[src/rtl/alu_arbiter_pkg.sv]
// Shared definitions for the ALU arbiter slice: datapath width, FSM states,
// the latched ALU operation record and the requester-id width helper.
package alu_arb_pkg;

  localparam int NBITS = 16;

  typedef enum logic [1:0] {
    IDLE,
    EXEC,
    RESP
  } arb_state_t;

  typedef struct packed {
    logic [1:0]       f;
    logic [NBITS-1:0] a;
    logic [NBITS-1:0] b;
    logic             c_in;
  } alu_op_t;

  // Width of an encoded requester id; never narrower than one bit.
  function automatic int id_w(input int n);
    return (n <= 2) ? 1 : $clog2(n);
  endfunction

endpackage

[src/rtl/alu_arbiter_if.sv]
// Requester and response bus of the ALU arbiter.
// Optional feature macro: ARB_FLAGS_EN adds rsp_zero / rsp_neg.
interface alu_arbiter_if
  import alu_arb_pkg::*;
#(
  parameter int NREQ = 2
);

  localparam int IDW = id_w(NREQ);

  logic [NREQ-1:0]  req_valid;
  logic [NREQ-1:0]  req_ready;
  logic [1:0]       req_f    [NREQ];
  logic [NBITS-1:0] req_a    [NREQ];
  logic [NBITS-1:0] req_b    [NREQ];
  logic [NREQ-1:0]  req_c_in;

  logic             rsp_valid;
  logic             rsp_ready;
  logic [IDW-1:0]   rsp_id;
  logic [NBITS-1:0] rsp_y;
  logic             rsp_c_out;
`ifdef ARB_FLAGS_EN
  logic             rsp_zero;
  logic             rsp_neg;
`endif

  modport slave (
    input  req_valid, req_f, req_a, req_b, req_c_in, rsp_ready,
    output req_ready, rsp_valid, rsp_id, rsp_y, rsp_c_out
`ifdef ARB_FLAGS_EN
    , rsp_zero, rsp_neg
`endif
  );

  modport master (
    output req_valid, req_f, req_a, req_b, req_c_in, rsp_ready,
    input  req_ready, rsp_valid, rsp_id, rsp_y, rsp_c_out
`ifdef ARB_FLAGS_EN
    , rsp_zero, rsp_neg
`endif
  );

endinterface

[src/rtl/alu_arbiter_rr_arbiter.sv]
// Combinational round-robin picker: first asserted request at or after the
// pointer, wrapping NREQ-1 -> 0. Emits a one-hot grant and its encoded id.
module rr_arbiter
  import alu_arb_pkg::*;
#(
  parameter int NREQ = 2,
  localparam int IDW = id_w(NREQ)
) (
  input  logic [NREQ-1:0] i_req,
  input  logic [IDW-1:0]  i_ptr,
  output logic [NREQ-1:0] o_grant,
  output logic [IDW-1:0]  o_id
);

  logic        w_found;
  int unsigned w_idx;

  // Scan from the pointer and grant the first pending requester.
  always_comb begin
    w_found = 1'b0;
    w_idx   = 0;
    o_grant = '0;
    o_id    = '0;
    for (int unsigned i = 0; i < NREQ; i++) begin
      w_idx = (i + 32'(i_ptr)) % NREQ;
      if (!w_found && i_req[w_idx]) begin
        w_found        = 1'b1;
        o_grant[w_idx] = 1'b1;
        o_id           = IDW'(w_idx);
      end
    end
  end

endmodule

[src/rtl/alu_arbiter.sv]
// Shares one datapath ALU between NREQ requesters. Round-robin grant in IDLE,
// operands held stable through EXEC for ALU_LAT+1 cycles, result held in RESP
// until accepted. Optional feature macro: ARB_FLAGS_EN (rsp_zero / rsp_neg).
module alu_arbiter
  import alu_arb_pkg::*;
#(
  parameter int NREQ    = 2,
  parameter int ALU_LAT = 0
) (
  input  logic             clk,
  input  logic             reset_n,
  alu_arbiter_if.slave     bus,
  output logic [1:0]       alu_f,
  output logic [NBITS-1:0] alu_a,
  output logic [NBITS-1:0] alu_b,
  output logic             alu_c_in,
  input  logic [NBITS-1:0] alu_y,
  input  logic             alu_c_out
);

  localparam int IDW = id_w(NREQ);

  arb_state_t       r_state;
  logic [IDW-1:0]   r_ptr;
  logic [IDW-1:0]   r_id;
  logic [3:0]       r_cnt;
  alu_op_t          r_op;
  logic             r_rsp_valid;
  logic [IDW-1:0]   r_rsp_id;
  logic [NBITS-1:0] r_rsp_y;
  logic             r_rsp_c;
`ifdef ARB_FLAGS_EN
  logic             r_rsp_zero;
  logic             r_rsp_neg;
`endif

  logic [NREQ-1:0]  w_grant;
  logic [IDW-1:0]   w_gnt_id;
  logic [IDW-1:0]   w_next_ptr;
  logic             w_hs;
  alu_op_t          w_req_op;

  rr_arbiter #(.NREQ(NREQ)) u_rr (
    .i_req   (bus.req_valid),
    .i_ptr   (r_ptr),
    .o_grant (w_grant),
    .o_id    (w_gnt_id)
  );

  assign bus.req_ready = (r_state == IDLE) ? w_grant : '0;
  assign w_hs          = (r_state == IDLE) && (|w_grant);
  assign w_next_ptr    = (w_gnt_id == IDW'(NREQ - 1)) ? '0 : w_gnt_id + 1'b1;
  assign w_req_op      = '{f:    bus.req_f[w_gnt_id],
                           a:    bus.req_a[w_gnt_id],
                           b:    bus.req_b[w_gnt_id],
                           c_in: bus.req_c_in[w_gnt_id]};

  assign alu_f    = r_op.f;
  assign alu_a    = r_op.a;
  assign alu_b    = r_op.b;
  assign alu_c_in = r_op.c_in;

  assign bus.rsp_valid = r_rsp_valid;
  assign bus.rsp_id    = r_rsp_id;
  assign bus.rsp_y     = r_rsp_y;
  assign bus.rsp_c_out = r_rsp_c;
`ifdef ARB_FLAGS_EN
  assign bus.rsp_zero  = r_rsp_zero;
  assign bus.rsp_neg   = r_rsp_neg;
`endif

  // Arbitration FSM: grant and latch in IDLE, wait out ALU latency, hold response.
  always_ff @(posedge clk or negedge reset_n) begin
    if (!reset_n) begin
      r_state     <= IDLE;
      r_ptr       <= '0;
      r_id        <= '0;
      r_cnt       <= '0;
      r_op        <= '0;
      r_rsp_valid <= 1'b0;
      r_rsp_id    <= '0;
      r_rsp_y     <= '0;
      r_rsp_c     <= 1'b0;
`ifdef ARB_FLAGS_EN
      r_rsp_zero  <= 1'b0;
      r_rsp_neg   <= 1'b0;
`endif
    end else begin
      case (r_state)
        IDLE: begin
          if (w_hs) begin
            r_op    <= w_req_op;
            r_id    <= w_gnt_id;
            r_ptr   <= w_next_ptr;
            r_cnt   <= '0;
            r_state <= EXEC;
          end
        end
        EXEC: begin
          r_cnt <= r_cnt + 1'b1;
          if (r_cnt == 4'(ALU_LAT)) begin
            r_rsp_y     <= alu_y;
            r_rsp_c     <= alu_c_out;
            r_rsp_id    <= r_id;
`ifdef ARB_FLAGS_EN
            r_rsp_zero  <= (alu_y == '0);
            r_rsp_neg   <= alu_y[NBITS-1];
`endif
            r_rsp_valid <= 1'b1;
            r_state     <= RESP;
          end
        end
        RESP: begin
          if (bus.rsp_ready) begin
            r_rsp_valid <= 1'b0;
            r_state     <= IDLE;
          end
        end
        default: r_state <= IDLE;
      endcase
    end
  end

endmodule

[src/flat_wrapper.sv]
// flat-port wrapper written by rule: the top's interface ports become plain ports
module alu_arbiter_flat import alu_arb_pkg::*;
#(
  parameter int NREQ    = 2,
  parameter int ALU_LAT = 0
)
  (clk, reset_n, alu_f, alu_a, alu_b, alu_c_in, alu_y, alu_c_out, bus_req_valid, bus_req_f, bus_req_a, bus_req_b, bus_req_c_in, bus_rsp_ready, bus_req_ready, bus_rsp_valid, bus_rsp_id, bus_rsp_y, bus_rsp_c_out);
  alu_arbiter_if #(.NREQ(NREQ)) bus_i ();
  input  logic clk;
  input  logic reset_n;
  output logic [1:0] alu_f;
  output logic [NBITS-1:0] alu_a;
  output logic [NBITS-1:0] alu_b;
  output logic alu_c_in;
  input  logic [NBITS-1:0] alu_y;
  input  logic alu_c_out;
  input wire logic [$bits(bus_i.req_valid)-1:0] bus_req_valid;
  input wire logic [$bits(bus_i.req_f)-1:0] bus_req_f;
  input wire logic [$bits(bus_i.req_a)-1:0] bus_req_a;
  input wire logic [$bits(bus_i.req_b)-1:0] bus_req_b;
  input wire logic [$bits(bus_i.req_c_in)-1:0] bus_req_c_in;
  input wire logic [$bits(bus_i.rsp_ready)-1:0] bus_rsp_ready;
  output wire logic [$bits(bus_i.req_ready)-1:0] bus_req_ready;
  output wire logic [$bits(bus_i.rsp_valid)-1:0] bus_rsp_valid;
  output wire logic [$bits(bus_i.rsp_id)-1:0] bus_rsp_id;
  output wire logic [$bits(bus_i.rsp_y)-1:0] bus_rsp_y;
  output wire logic [$bits(bus_i.rsp_c_out)-1:0] bus_rsp_c_out;
  assign bus_i.req_valid = bus_req_valid;
  assign bus_i.req_f = {>>{bus_req_f}};
  assign bus_i.req_a = {>>{bus_req_a}};
  assign bus_i.req_b = {>>{bus_req_b}};
  assign bus_i.req_c_in = bus_req_c_in;
  assign bus_i.rsp_ready = bus_rsp_ready;
  assign bus_req_ready = bus_i.req_ready;
  assign bus_rsp_valid = bus_i.rsp_valid;
  assign bus_rsp_id = bus_i.rsp_id;
  assign bus_rsp_y = bus_i.rsp_y;
  assign bus_rsp_c_out = bus_i.rsp_c_out;
  alu_arbiter #(.NREQ(NREQ), .ALU_LAT(ALU_LAT)) u_core (.clk(clk), .reset_n(reset_n), .bus(bus_i), .alu_f(alu_f), .alu_a(alu_a), .alu_b(alu_b), .alu_c_in(alu_c_in), .alu_y(alu_y), .alu_c_out(alu_c_out));
endmodule
[config.mk]
export PLATFORM = sky130hd
export DESIGN_NAME = alu_arbiter_flat
export DESIGN_NICKNAME = d
export VERILOG_FILES = /design/src/rtl/alu_arbiter_pkg.sv /design/src/rtl/alu_arbiter_if.sv /design/src/rtl/alu_arbiter_rr_arbiter.sv /design/src/rtl/alu_arbiter.sv /design/src/flat_wrapper.sv
export SDC_FILE = /design/constraint.sdc
export NUM_CORES = 1
export LEC_CHECK = 0
export CAP_MARGIN = 20
export CORE_ASPECT_RATIO = 1.75
export CORE_MARGIN = 2
export CORE_UTILIZATION = 39
export DETAILED_ROUTE_END_ITERATION = 10
export GPL_ROUTABILITY_DRIVEN = 0
export GPL_TIMING_DRIVEN = 0
export MAX_ROUTING_LAYER = met4
export PLACE_DENSITY_LB_ADDON = 0.1
export SYNTH_ARGS = -nofsm -noshare
export SYNTH_HDL_FRONTEND = slang
export SYNTH_SLANG_ARGS = --single-unit
[constraint.sdc]
create_clock -name clk -period 2.2 [get_ports clk]
set_input_delay 0.22 -clock clk [delete_from_list [all_inputs] [get_ports clk]]
set_output_delay 0.22 -clock clk [all_outputs]
set_load 0.01 [all_outputs]
==> results.md <==
- CTS Root Cell: clkbuf_16
- Syn Nets: roughly 300
- Vias in the first global route: 2511
- Layout cells sized above 1: 15.0%
- Setup Viol. Count Final: 0
- Dpl ws: -0.0583 ns
- Clock buffer depth: 2
- Clk Latency, worst-skew pair: 0.33 ns
- Finished layout cell area: 4620 um2
- Worst-path clk slew: roughly 0.05 ns
- CTS H-Tree Depth: 3
- F_max: just under 0.5 GHz
- Worst slew pin tran: around 0.8 ns
- Crit path arrival time: between 1.5 and 2 ns
- Setup tns final: 0 ns
- Post-Synth Adder-Cell Area: 0.914%
- DR vias: roughly 2300
- Final period util: 93.5%
- First-pass GRT wire length: about 12000 um
- Initial drt markers: 171
- Post-synthesis sequential area ratio: between 50% and 60%
- Outcome: complete, but fails checks
- Final hold vios: 31
- Die X: between 60 and 70 um
- Warnings, synthesis: 0
- Compound-gate portion of the synthesized area: 25.4%
- Minimum clock period: 2.06 ns
- Aggregate global-route resource usage: 21.3%
- DIE HEIGHT: 115 um
- # IOs: about 150
- Skew final: 0.00468 ns
- Antenna Cells: 0
- Port-buffer cells: 147
- Wirelength per Cell: 16.7 um
- Die Area: 7740 um2
- Synth cell types: 30
- Starting Density: 39.9%
- RSZ-0062 raised after global routing: no
- Max-slew violations: 0
- Hold Crit Class: input port to async pin
- Post-route DRC: 0
- Fraction of synthesized area in multiplexers: ~8.2%
- Row count: 40
- Worst Path Max Fanout: 10
- Sink Count: 62
- Startpoint Class: register
- Failing checks: hold timing
- Max Cap Viol: 0
- Largest net degree at the start of global routing: 63
- Peak VDD IR: around 0.68 mV
- Post-Synthesis Cell Area: 2740 um2
- Nets: 456
- Largest family of logic cells by synthesized area: compound AO/OA/AOI/OAI gates
- Total Routed Length: 7490 um
- Total power: ~6.5 mW
- Leak: roughly 1.9 nW
- Pre-antenna DRT Iters: 4
- Core Area: a little under 7000 um2
- Filler instances: 552
- Syn Inst Count: slightly above 200
- Vias per cell: 5.20
- Initial antenna violation count: 0
- Crit Path Class: register to output pin
- Post-DP Area: 4310 um2
- Top cell type's share of synthesized area: 56.6%
- Pwr Density: 1410 nW/um2
- Cts bufs inserted: 9
- CTS tree: yes
- Final worst setup slack: between 0.1 and 0.15 ns
- Crit end category: output pin
- Layout area overhead: 68.6%
- Top cells by area, synth: dfrtp_1, a221o_1, a21boi_0
- Postcts setup bufs: 0
- Req. time, crit path: 1.98 ns
- Post-Synth Simple-Gate Area: 3.88%
- Post-route antenna net violation count: 0
- Slew HR: 46.9%
- Post-Synth XOR/XNOR Area: 0%
- Synth Register Bits: 62
- Detailed placement HPWL: 5460 um
- Total grt overflow: 0
- Cell taking the most area after synthesis: dfrtp_1
- Synth Area per Inst: 13.4 um2
- R2R Setup Slk: 0.45 ns
- Hold slack: -0.0201 ns
registers in the layout (all words and copies together) (netlist names):
| signal | count |
|---|---|
| u_core.bus.rsp_valid | 1 |
| u_core.alu_f | 2 |
| u_core.r_state | 2 |
| u_core.bus.rsp_id | 1 |
| u_core.bus.rsp_y | 16 |
| u_core.alu_a | 16 |
| u_core.r_id | 1 |
| u_core.alu_b | 16 |
| u_core.alu_c_in | 1 |
| u_core.r_ptr | 1 |
| u_core.r_cnt | 4 |
| u_core.bus.rsp_c_out | 1 |
cells in the mapped netlist:
| library cell | count |
|---|---|
| a21bo_2 | 1 |
| a21boi_0 | 34 |
| a21oi_1 | 4 |
| a221o_1 | 34 |
| a22o_1 | 2 |
| a311o_1 | 1 |
| a31oi_1 | 1 |
| a41oi_1 | 1 |
| and2b_2 | 1 |
| and3_4 | 2 |
| buf_2 | 3 |
| buf_4 | 2 |
| buf_6 | 5 |
| clkbuf_1 | 7 |
| dfrtp_1 | 62 |
| ha_1 | 2 |
| inv_1 | 6 |
| mux2_2 | 20 |
| nand2_1 | 2 |
| nand2_2 | 1 |
| nand2b_1 | 1 |
| nand3_1 | 3 |
| nand3b_1 | 1 |
| nor2_1 | 2 |
| nor2_2 | 1 |
| nor3b_2 | 1 |
| o21ai_0 | 1 |
| o21bai_1 | 2 |
| o31ai_1 | 1 |
| or2_2 | 1 |
metal layers:
metal,vias up,global-route usage (%),wire length [um]
met5,-,-,0
met4,0,7.76,121
met3,12,6.07,576
met2,106,34.8,3840
met1,1119,24.5,2950
li1,1103,-,-
timing repair:
item,CTS,global route
hold buffers,0,0
endpoints found under the setup margin,2,0
gates resized for setup,2,0
metrics by stage:
step | utilization (%) | cells
2_1_floorplan | - | 205
3_3_place_gp | 62.9 | 436
3_5_place_dp | 62.9 | 436
4_1_cts | 67.4 | 450
5_1_grt | 67.4 | 450
6_report | 67.4 | 450
critical path: stages (launching register included):
cell	delay, ns
dfrtp_2	0.45
nor2_2	0.16
buf_6	0.15
and3_4	0.18
buf_6	0.14
buf_6	0.15
dlygate4sd2_1	0.27
where the power goes:
part           leakage [nW]  switching, mW  total, mW  internal, mW
Combinational          1.01           1.20       3.03          1.83
Sequential            0.753          0.308       2.02          1.71
Clock                 0.151          0.484       1.44         0.959
layout by cell type, fill, tap and decap left out, types with 4 or more instances in the layout:
cell type,n
mux2_2,20
clkdlybuf4s50_1,145
a21boi_0,34
a21oi_1,4
dfrtp_1,61
buf_6,5
clkbuf_16,9
inv_1,6
a221o_1,34
clkbuf_1,6
path summary, 6_finish.rpt:
check | start | end | depth (start not counted)
worst min-delay path | reset_n | u_core.bus.rsp_y[13] | 1
max in group asynchronous | reset_n | u_core.r_state[0] | 1
worst min register to register | u_core.bus.rsp_y[1] | u_core.bus.rsp_y[1] | 1
worst max-delay path | u_core.r_state[0] | bus_req_ready[1] | 6
worst max register to register | u_core.r_cnt[0] | u_core.bus.rsp_y[13] | 6
min in group clk | bus_rsp_ready | u_core.r_state[1] | 2
cells by family after synthesis:
| family | after synthesis |
|---|---|
| flip-flops | 62 |
| multiplexers | 20 |
| buffers and inverters | 23 |
| AO/OA/AOI/OAI | 82 |
| AND/OR/NAND/NOR | 16 |
| adder cells (fa/ha/maj) | 2 |
layout make-up:
class / instances / area (um2) / share of cell area (%)
Clock buffer: 12 / 267 / 5.77
Clock inverter: 3 / 42.5 / 0.921
Multi-Input combinational cell: 120 / 1050 / 22.8
Timing Repair Buffer: 147 / 1470 / 31.8
Tap cell: 84 / 105 / 2.28
Sequential cell: 62 / 1550 / 33.6
Buffer: 16 / 109 / 2.36
Inverter: 6 / 22.5 / 0.488
Note: power is estimated with default switching activity, not from simulation.
